## config.mk

```make
export PLATFORM = sky130hd
export DESIGN_NAME = spi_slave_flat
export DESIGN_NICKNAME = d
export VERILOG_FILES = /design/src/rtl/spi_slave_pkg.sv /design/src/rtl/spi_slave_if.sv /design/src/rtl/spi_slave_sync.sv /design/src/rtl/spi_slave.sv /design/src/flat_wrapper.sv
export SDC_FILE = /design/constraint.sdc
export NUM_CORES = 1
export LEC_CHECK = 0
export ABC_AREA = 1
export CORE_ASPECT_RATIO = 1.5
export CORE_MARGIN = 5
export CORE_UTILIZATION = 35
export DETAILED_ROUTE_END_ITERATION = 6
export GPL_ROUTABILITY_DRIVEN = 1
export SYNTH_ARGS = -nofsm -noshare
export SYNTH_HDL_FRONTEND = slang
export SYNTH_SLANG_ARGS = --single-unit
```

## constraint.sdc

```tcl
create_clock -name wb_clk_i -period 2.9 [get_ports wb_clk_i]
set_clock_uncertainty 0.2 [all_clocks]
set_input_delay 0.58 -clock wb_clk_i [delete_from_list [all_inputs] [get_ports wb_clk_i]]
set_output_delay 0.58 -clock wb_clk_i [all_outputs]
set_load 0.03 [all_outputs]
```

## src/rtl/spi_slave_pkg.sv

```systemverilog
// Shared definitions for the SPI slave endpoint: FSM encoding, synchroniser
// depth and the character-length defaults matching the master core.
package spi_slave_pkg;

    localparam int SPI_MAX_CHAR_DEF  = 32;
    localparam int CHAR_LEN_BITS_DEF = 5;
    localparam int SYNC_DEPTH        = 2;

    typedef enum logic [1:0] {
        ST_IDLE,
        ST_LOAD,
        ST_SHIFT
    } state_t;

endpackage

```

## src/rtl/spi_slave_if.sv

```systemverilog
// Local-logic side of the SPI slave: tx holding buffer handshake, rx data
// register and the status strobes.
interface spi_slave_if
    import spi_slave_pkg::*;
#(
    parameter int SPI_MAX_CHAR = SPI_MAX_CHAR_DEF
);
    logic [SPI_MAX_CHAR-1:0] tx_data_i;
    logic                    tx_valid_i;
    logic                    tx_ready_o;
    logic [SPI_MAX_CHAR-1:0] rx_data_o;
    logic                    rx_valid_o;
    logic                    underrun_o;
    logic                    frame_err_o;

    modport slave (
        input  tx_data_i, tx_valid_i,
        output tx_ready_o, rx_data_o, rx_valid_o, underrun_o, frame_err_o
    );

    modport master (
        output tx_data_i, tx_valid_i,
        input  tx_ready_o, rx_data_o, rx_valid_o, underrun_o, frame_err_o
    );
endinterface

```

## src/rtl/spi_slave_sync.sv

```systemverilog
// Brings the asynchronous ss/sclk/mosi pads into wb_clk_i and turns the
// synchronised sclk into single-cycle rise/fall pulses.
module spi_slave_sync
    import spi_slave_pkg::*;
(
    input  logic wb_clk_i,
    input  logic wb_rst_n_i,
    input  logic ss_pad_i,
    input  logic sclk_pad_i,
    input  logic mosi_pad_i,
    output logic ss_s,
    output logic mosi_s,
    output logic sclk_rise,
    output logic sclk_fall
);
    // Bit order {mosi, sclk, ss}; reset to the idle line levels.
    localparam logic [2:0] IDLE_LVL = 3'b001;

    logic [2:0] pad_in;
    logic [2:0] sync_s;
    logic       sclk_d_reg;

    assign pad_in = {mosi_pad_i, sclk_pad_i, ss_pad_i};

    generate
        for (genvar gi = 0; gi < 3; gi++) begin : g_sync
            logic [SYNC_DEPTH-1:0] chain_reg;

            always_ff @(posedge wb_clk_i or negedge wb_rst_n_i) begin
                if (!wb_rst_n_i) begin
                    chain_reg <= {SYNC_DEPTH{IDLE_LVL[gi]}};
                end else begin
                    chain_reg <= {chain_reg[SYNC_DEPTH-2:0], pad_in[gi]};
                end
            end

            assign sync_s[gi] = chain_reg[SYNC_DEPTH-1];
        end
    endgenerate

    always_ff @(posedge wb_clk_i or negedge wb_rst_n_i) begin
        if (!wb_rst_n_i) begin
            sclk_d_reg <= 1'b0;
        end else begin
            sclk_d_reg <= sync_s[1];
        end
    end

    assign ss_s      = sync_s[0];
    assign mosi_s    = sync_s[2];
    assign sclk_rise =  sync_s[1] & ~sclk_d_reg;
    assign sclk_fall = ~sync_s[1] &  sclk_d_reg;

endmodule

```

## src/rtl/spi_slave.sv

```systemverilog
// SPI slave endpoint for the Wishbone SPI master: shifts one character per
// slot with master-compatible char_len/lsb/edge semantics.
module spi_slave
    import spi_slave_pkg::*;
#(
    parameter int SPI_MAX_CHAR  = SPI_MAX_CHAR_DEF,
    parameter int CHAR_LEN_BITS = CHAR_LEN_BITS_DEF
)(
    input  logic                     wb_clk_i,
    input  logic                     wb_rst_n_i,
    input  logic                     ss_pad_i,
    input  logic                     sclk_pad_i,
    input  logic                     mosi_pad_i,
    output logic                     miso_pad_o,
    output logic                     miso_oe_o,
    input  logic [CHAR_LEN_BITS-1:0] char_len_i,
    input  logic                     lsb_i,
    input  logic                     rx_negedge_i,
    input  logic                     tx_negedge_i,
    spi_slave_if.slave               bus
);
    localparam int CNT_W = CHAR_LEN_BITS + 1;
    localparam int IDX_W = $clog2(SPI_MAX_CHAR);

    logic ss_s, mosi_s, sclk_rise, sclk_fall;

    spi_slave_sync u_sync (
        .wb_clk_i   (wb_clk_i),
        .wb_rst_n_i (wb_rst_n_i),
        .ss_pad_i   (ss_pad_i),
        .sclk_pad_i (sclk_pad_i),
        .mosi_pad_i (mosi_pad_i),
        .ss_s       (ss_s),
        .mosi_s     (mosi_s),
        .sclk_rise  (sclk_rise),
        .sclk_fall  (sclk_fall)
    );

    state_t                  state_reg, state_next;
    logic [CNT_W-1:0]        len_reg, len_next;
    logic                    lsb_reg, lsb_next;
    logic                    rx_neg_reg, rx_neg_next;
    logic                    tx_neg_reg, tx_neg_next;
    logic [CNT_W-1:0]        cnt_reg, cnt_next;
    logic [SPI_MAX_CHAR-1:0] tx_buf_reg, tx_buf_next;
    logic                    tx_full_reg, tx_full_next;
    logic [SPI_MAX_CHAR-1:0] tx_shift_reg, tx_shift_next;
    logic [SPI_MAX_CHAR-1:0] rx_shift_reg, rx_shift_next;
    logic [SPI_MAX_CHAR-1:0] rx_data_reg, rx_data_next;
    logic                    rx_valid_reg, rx_valid_next;
    logic                    underrun_reg, underrun_next;
    logic                    frame_err_reg, frame_err_next;

    logic                    sample_edge, drive_edge;
    logic [CNT_W-1:0]        len_cfg, cnt_inc;
    logic [SPI_MAX_CHAR-1:0] rx_shift_in, rx_rev;
    logic [IDX_W-1:0]        msb_idx, src_idx;

    assign sample_edge = rx_neg_reg ? sclk_fall : sclk_rise;
    assign drive_edge  = tx_neg_reg ? sclk_fall : sclk_rise;
    assign len_cfg     = (char_len_i == '0) ? CNT_W'(SPI_MAX_CHAR) : {1'b0, char_len_i};
    assign cnt_inc     = cnt_reg + CNT_W'(1);
    assign rx_shift_in = {rx_shift_reg[SPI_MAX_CHAR-2:0], mosi_s};
    assign msb_idx     = IDX_W'(len_reg - CNT_W'(1));

    // The first bit on the wire lands highest; LSB-first needs it mirrored
    // back within the character width.
    always_comb begin
        rx_rev  = '0;
        src_idx = '0;
        for (int i = 0; i < SPI_MAX_CHAR; i++) begin
            if (i < int'(len_reg)) begin
                src_idx   = IDX_W'(int'(len_reg) - 1 - i);
                rx_rev[i] = rx_shift_in[src_idx];
            end
        end
    end

    always_comb begin
        state_next     = state_reg;
        len_next       = len_reg;
        lsb_next       = lsb_reg;
        rx_neg_next    = rx_neg_reg;
        tx_neg_next    = tx_neg_reg;
        cnt_next       = cnt_reg;
        tx_buf_next    = tx_buf_reg;
        tx_full_next   = tx_full_reg;
        tx_shift_next  = tx_shift_reg;
        rx_shift_next  = rx_shift_reg;
        rx_data_next   = rx_data_reg;
        rx_valid_next  = 1'b0;
        underrun_next  = 1'b0;
        frame_err_next = 1'b0;

        if (!tx_full_reg && bus.tx_valid_i) begin
            tx_full_next = 1'b1;
            tx_buf_next  = bus.tx_data_i;
        end

        case (state_reg)
            ST_IDLE: begin
                if (!ss_s) begin
                    state_next = ST_LOAD;
                end
            end
            ST_LOAD: begin
                len_next      = len_cfg;
                lsb_next      = lsb_i;
                rx_neg_next   = rx_negedge_i;
                tx_neg_next   = tx_negedge_i;
                cnt_next      = '0;
                rx_shift_next = '0;
                if (tx_full_reg) begin
                    tx_shift_next = tx_buf_reg;
                    tx_full_next  = 1'b0;
                end else begin
                    tx_shift_next = '0;
                    underrun_next = 1'b1;
                end
                state_next = ST_SHIFT;
            end
            ST_SHIFT: begin
                if (ss_s) begin
                    frame_err_next = (cnt_reg != '0);
                    cnt_next       = '0;
                    state_next     = ST_IDLE;
                end else begin
                    // A drive edge before the first sample belongs to the
                    // other phase convention and must not consume bit 0.
                    if (drive_edge && cnt_reg != '0) begin
                        tx_shift_next = lsb_reg ? (tx_shift_reg >> 1) : (tx_shift_reg << 1);
                    end
                    if (sample_edge) begin
                        rx_shift_next = rx_shift_in;
                        cnt_next      = cnt_inc;
                        if (cnt_inc == len_reg) begin
                            cnt_next      = '0;
                            rx_data_next  = lsb_reg ? rx_rev : rx_shift_in;
                            rx_valid_next = 1'b1;
                            state_next    = ST_LOAD;
                        end
                    end
                end
            end
            default: state_next = ST_IDLE;
        endcase
    end

    always_ff @(posedge wb_clk_i or negedge wb_rst_n_i) begin
        if (!wb_rst_n_i) begin
            state_reg     <= ST_IDLE;
            len_reg       <= '0;
            lsb_reg       <= 1'b0;
            rx_neg_reg    <= 1'b0;
            tx_neg_reg    <= 1'b0;
            cnt_reg       <= '0;
            tx_buf_reg    <= '0;
            tx_full_reg   <= 1'b0;
            tx_shift_reg  <= '0;
            rx_shift_reg  <= '0;
            rx_data_reg   <= '0;
            rx_valid_reg  <= 1'b0;
            underrun_reg  <= 1'b0;
            frame_err_reg <= 1'b0;
        end else begin
            state_reg     <= state_next;
            len_reg       <= len_next;
            lsb_reg       <= lsb_next;
            rx_neg_reg    <= rx_neg_next;
            tx_neg_reg    <= tx_neg_next;
            cnt_reg       <= cnt_next;
            tx_buf_reg    <= tx_buf_next;
            tx_full_reg   <= tx_full_next;
            tx_shift_reg  <= tx_shift_next;
            rx_shift_reg  <= rx_shift_next;
            rx_data_reg   <= rx_data_next;
            rx_valid_reg  <= rx_valid_next;
            underrun_reg  <= underrun_next;
            frame_err_reg <= frame_err_next;
        end
    end

    assign miso_pad_o      = lsb_reg ? tx_shift_reg[0] : tx_shift_reg[msb_idx];
    assign miso_oe_o       = ~ss_s;
    assign bus.tx_ready_o  = ~tx_full_reg;
    assign bus.rx_data_o   = rx_data_reg;
    assign bus.rx_valid_o  = rx_valid_reg;
    assign bus.underrun_o  = underrun_reg;
    assign bus.frame_err_o = frame_err_reg;

endmodule

```

## src/flat_wrapper.sv

```systemverilog
// flat-port wrapper written by rule: the top's interface ports become plain ports
module spi_slave_flat import spi_slave_pkg::*;
#(
    parameter int SPI_MAX_CHAR  = SPI_MAX_CHAR_DEF,
    parameter int CHAR_LEN_BITS = CHAR_LEN_BITS_DEF
)
  (wb_clk_i, wb_rst_n_i, ss_pad_i, sclk_pad_i, mosi_pad_i, miso_pad_o, miso_oe_o, char_len_i, lsb_i, rx_negedge_i, tx_negedge_i, bus_tx_data_i, bus_tx_valid_i, bus_tx_ready_o, bus_rx_data_o, bus_rx_valid_o, bus_underrun_o, bus_frame_err_o);
  spi_slave_if #(.SPI_MAX_CHAR(SPI_MAX_CHAR)) bus_i ();
  input  logic wb_clk_i;
  input  logic wb_rst_n_i;
  input  logic ss_pad_i;
  input  logic sclk_pad_i;
  input  logic mosi_pad_i;
  output logic miso_pad_o;
  output logic miso_oe_o;
  input  logic [CHAR_LEN_BITS-1:0] char_len_i;
  input  logic lsb_i;
  input  logic rx_negedge_i;
  input  logic tx_negedge_i;
  input wire logic [$bits(bus_i.tx_data_i)-1:0] bus_tx_data_i;
  input wire logic [$bits(bus_i.tx_valid_i)-1:0] bus_tx_valid_i;
  output wire logic [$bits(bus_i.tx_ready_o)-1:0] bus_tx_ready_o;
  output wire logic [$bits(bus_i.rx_data_o)-1:0] bus_rx_data_o;
  output wire logic [$bits(bus_i.rx_valid_o)-1:0] bus_rx_valid_o;
  output wire logic [$bits(bus_i.underrun_o)-1:0] bus_underrun_o;
  output wire logic [$bits(bus_i.frame_err_o)-1:0] bus_frame_err_o;
  assign bus_i.tx_data_i = bus_tx_data_i;
  assign bus_i.tx_valid_i = bus_tx_valid_i;
  assign bus_tx_ready_o = bus_i.tx_ready_o;
  assign bus_rx_data_o = bus_i.rx_data_o;
  assign bus_rx_valid_o = bus_i.rx_valid_o;
  assign bus_underrun_o = bus_i.underrun_o;
  assign bus_frame_err_o = bus_i.frame_err_o;
  spi_slave #(.SPI_MAX_CHAR(SPI_MAX_CHAR), .CHAR_LEN_BITS(CHAR_LEN_BITS)) u_core (.wb_clk_i(wb_clk_i), .wb_rst_n_i(wb_rst_n_i), .ss_pad_i(ss_pad_i), .sclk_pad_i(sclk_pad_i), .mosi_pad_i(mosi_pad_i), .miso_pad_o(miso_pad_o), .miso_oe_o(miso_oe_o), .char_len_i(char_len_i), .lsb_i(lsb_i), .rx_negedge_i(rx_negedge_i), .tx_negedge_i(tx_negedge_i), .bus(bus_i));
endmodule
```

==> flow_summary.ini <==
[die]
placementRows = 78
fp.dieH_um = 224
die_width_um = 153
num_io_pins = 84
start_util_pct = 35.4
design.die.area_um2 = 34300
core_area_um2 = 30300

[setup_path]
worstPathArrival_ns = 2.18
timing.critical_path.buf_inv = 4
path_class = register to output pin
cp_slowest_stage_delay_ns = 0.42
timing.critical_path.mode_cell = sky130_fd_sc_hd__nor2_4
critical_path.cell_chain = inv_4 -> ha_4 -> inv_6 -> nor2_4 -> buf_12 -> a22oi_2 -> nand3_1 -> nand3_1 -> nand3_2 -> nor2_4 -> nor2_4 -> buf_6
crit_path_top_delay_cell = sky130_fd_sc_hd__dfrtp_2
critical_path_data_required_time_ns = 2.12
worst_r2r_startpoint = u_core.len_reg[0]
timing.critical_path.max_delay_family = simple AND/OR/NAND/NOR gates
critPathLaunch = u_core.len_reg[0]
start_kind = register
end_kind = output pin
rrSetupSlack_ns = 0.25
critical_path.max_fanout = 8

[power]
pwr_density_cell_nw_per_um2 = 1290
p_int_mw = 7.92
clkPwrFrac_pct = 13.4
total_switching_power_mw = 8.81
power.static_leakage_nw = 6.52
irDropWorstVdd_mv = 0.766
comb_power_share_pct = 67.1
totalPowerFinal_mw = 16.7
power.share.switching_pct = 52.6
pwr-share-seq_pct = 19.5

[yosys]
synth-edff-count = 0
synthesized_instance_count = 1630
synth.yosys.seq_area_share_pct = 36.2
netlist.area_leader.share_pct = 35.8
post_synth_most_frequent_cells = 658 x sky130_fd_sc_hd__nand2_1, 183 x sky130_fd_sc_hd__nand3_1, 159 x sky130_fd_sc_hd__inv_1, 153 x sky130_fd_sc_hd__dfrtp_1, 104 x sky130_fd_sc_hd__nor2_1
synth_area_um2 = 10700
yosys_warnings = 0
mappedNetlistNets = 1685
syn-mean-instance-area_um2 = 6.57
yosys_register_bits = 155
synth-main-ff-cell = sky130_fd_sc_hd__dfrtp_1
yosys.area.top_type = sky130_fd_sc_hd__dfrtp_1
ys_types = 38
async_set_reset_flop_share_out_of_synthesis_pct = 100
leading_cell_type_by_number_of_instances_after_synthesis = sky130_fd_sc_hd__nand2_1
yosys-top-cells-area = sky130_fd_sc_hd__dfrtp_1 36%, sky130_fd_sc_hd__nand2_1 23%, sky130_fd_sc_hd__nand3_1 8.6%

[cells_and_area]
n_antenna_cell = 0
stdcell_area_um2 = 12900
post_route_cells_drive_above_1_share_pct = 12.8
syn_to_final_growth_pct = 20.7
finish.net_count = 1772

[clocking]
clk_latency_worst_skew_pair_ns = 0.46
cts_buffer_depth = 2
path_clk_slew_ns = 0.07
cts-root-buf = sky130_fd_sc_hd__clkbuf_16
clock_tree.htree_level_count = 4
tritoncts_clock_tree = yes
tritoncts_num_sinks = 155
cts_made_buffers = 17

[drt]
drt_drc_violations_left = 0
number_of_drc_violations_after_detailed_routing_iteration_0 = 647
vias = 10700
route.detailed.vias_per_inst = 5.01
routed_wire_length_per_instance_um = 16.3
drt.antenna.violating_nets = 0
drt_first_pass_iters = 6
routed_wirelength_um = 34800

[run_status]
violated_checks = setup timing
run_status = finished, violations left

[placed_design]
placed_area_um2 = 12200
post-dp-hpwl_um = 26900
finalWeightedCongestion = 0.961
place.port_buffers = 83
place_ws_ns = -0.339

[grt]
gr-usage-all-layers_pct = 20.7
first_global_vias = 10500
first_pass_grt_wire_length_um = 56100
largest_net_degree_at_the_start_of_global_routing = 66
antenna_found_initial = 0
global_route.overflow_total = 0

[timing]
holdWs_ns = 0.150
final_hold_viol_count = 0
post-route-period-util_pct = 102
period_needed_ns = 2.96
pins_over_their_slew_limit = 0
final.setup.tns_ns = -0.0556
number_of_setup_violations_in_the_final_report = 1
grt_setup_unrepaired = yes
worst_slew_margin_rel_pct = 61.5
timing.final.ws_setup_ns = -0.0556
worst_slew_pin_slew_ns = 0.578
fmax_ghz = 0.338

[hold_path]
hp-start = u_core.u_sync.g_sync[1].chain_reg[0]
worst_hold_path_type = register to register

[job]
drv.max_cap_violation_count = 0
==> worst reg2reg max path, cell delays in order, from the launching register on <==
cell	delay [ns]
sky130_fd_sc_hd__dfrtp_2	0.42
sky130_fd_sc_hd__inv_4	0.07
sky130_fd_sc_hd__buf_4	0.12
sky130_fd_sc_hd__buf_4	0.45
sky130_fd_sc_hd__nand2_1	0.15
sky130_fd_sc_hd__nand2_2	0.14
sky130_fd_sc_hd__buf_12	0.16
sky130_fd_sc_hd__nand2_1	0.07
sky130_fd_sc_hd__nand2_1	0.22
sky130_fd_sc_hd__nand2_1	0.09
sky130_fd_sc_hd__nand2_1	0.10
sky130_fd_sc_hd__nand2_1	0.08
sky130_fd_sc_hd__nand3_1	0.09
sky130_fd_sc_hd__nand3_1	0.10
sky130_fd_sc_hd__a21oi_2	0.13
==> cell families (layout without fill, tap and decap cells) <==
group | count (synthesis) | after routing | share of synthesized area, %
flops | 155 | 155 | 36.2
xor+xnor | 4 | 4 | 0.327
fa+ha+maj | 9 | 9 | 1.05
compound gates | 189 | 189 | 11.3
simple gates | 974 | 974 | 37.1
buf+inv | 267 | 367 | 10.6
mux | 32 | 32 | 3.36
==> through the flow <==
stage,util (%),cells
floorplan,-,1630
global placement,40.2,2094
detailed placement,40.2,2094
CTS,42.3,2127
global route,42.7,2130
finish,42.7,2130
==> per-layer routing <==
layer	wire [µm]	track usage [%]	up-vias	share of wire, %
met5	0	0	-	0
met4	3060	16.5	0	8.8
met3	1250	2.64	116	3.6
met2	17200	36.4	268	49
met1	13300	22.4	4897	38
li1	-	-	5387	-
==> power by group through the flow <==
| stage | clock, mW | combinational [mW] | sequential [mW] |
|---|---|---|---|
| global placement | 0 | 10.7 | 3.28 |
| finish | 2.25 | 11.2 | 3.25 |
| floorplan | 0 | 7.39 | 3.46 |
| detailed placement | 0 | 10.8 | 3.29 |
| CTS | 2.31 | 11.0 | 3.26 |
| global route | 2.39 | 12.5 | 3.34 |
==> layout by cell type, fill, tap and decap left out, types with 9 or more instances in the layout <==
cell type / instances
sky130_fd_sc_hd__buf_4: 52
sky130_fd_sc_hd__nand3_1: 182
sky130_fd_sc_hd__o221ai_1: 23
sky130_fd_sc_hd__dfrtp_1: 152
sky130_fd_sc_hd__clkdlybuf4s50_1: 81
sky130_fd_sc_hd__o22ai_1: 40
sky130_fd_sc_hd__nor2_1: 99
sky130_fd_sc_hd__a21oi_1: 32
sky130_fd_sc_hd__a21oi_2: 23
sky130_fd_sc_hd__clkbuf_16: 17
sky130_fd_sc_hd__buf_12: 9
sky130_fd_sc_hd__o21ai_0: 48
sky130_fd_sc_hd__nand2_2: 13
sky130_fd_sc_hd__inv_1: 158
sky130_fd_sc_hd__inv_2: 26
sky130_fd_sc_hd__mux2_2: 32
sky130_fd_sc_hd__nand2_1: 653
==> worst paths after layout <==
kind	cells after the start	end
worst max-delay path	12	miso_pad_o
worst min-delay path	0	u_core.u_sync.g_sync[1].chain_reg[1]
worst max register to register	14	u_core.bus.rx_data_o[17]
worst min register to register	0	u_core.u_sync.g_sync[1].chain_reg[1]
max in group asynchronous	3	u_core.tx_buf_reg[9]
min in group asynchronous	2	u_core.u_sync.g_sync[1].chain_reg[0]
==> area by class of cell <==
cell class	instances	area [µm²]
Clock buffer	17	425
Clock inverter	15	156
Fill cell	3157	17300
Inverter	190	732
Multi-Input combinational cell	1208	5820
Sequential cell	155	3880
Tap cell	400	500
Timing Repair Buffer	145	1410
==> timing repair <==
item,4_1_cts,5_1_grt
hold buffers,1,0
gates resized for setup,19,20
setup endpoints to repair,1,1
pin swaps,4,12
endpoints found under the hold margin,49,0
buffers inserted,0,3
(Power assumes the default switching activity.)
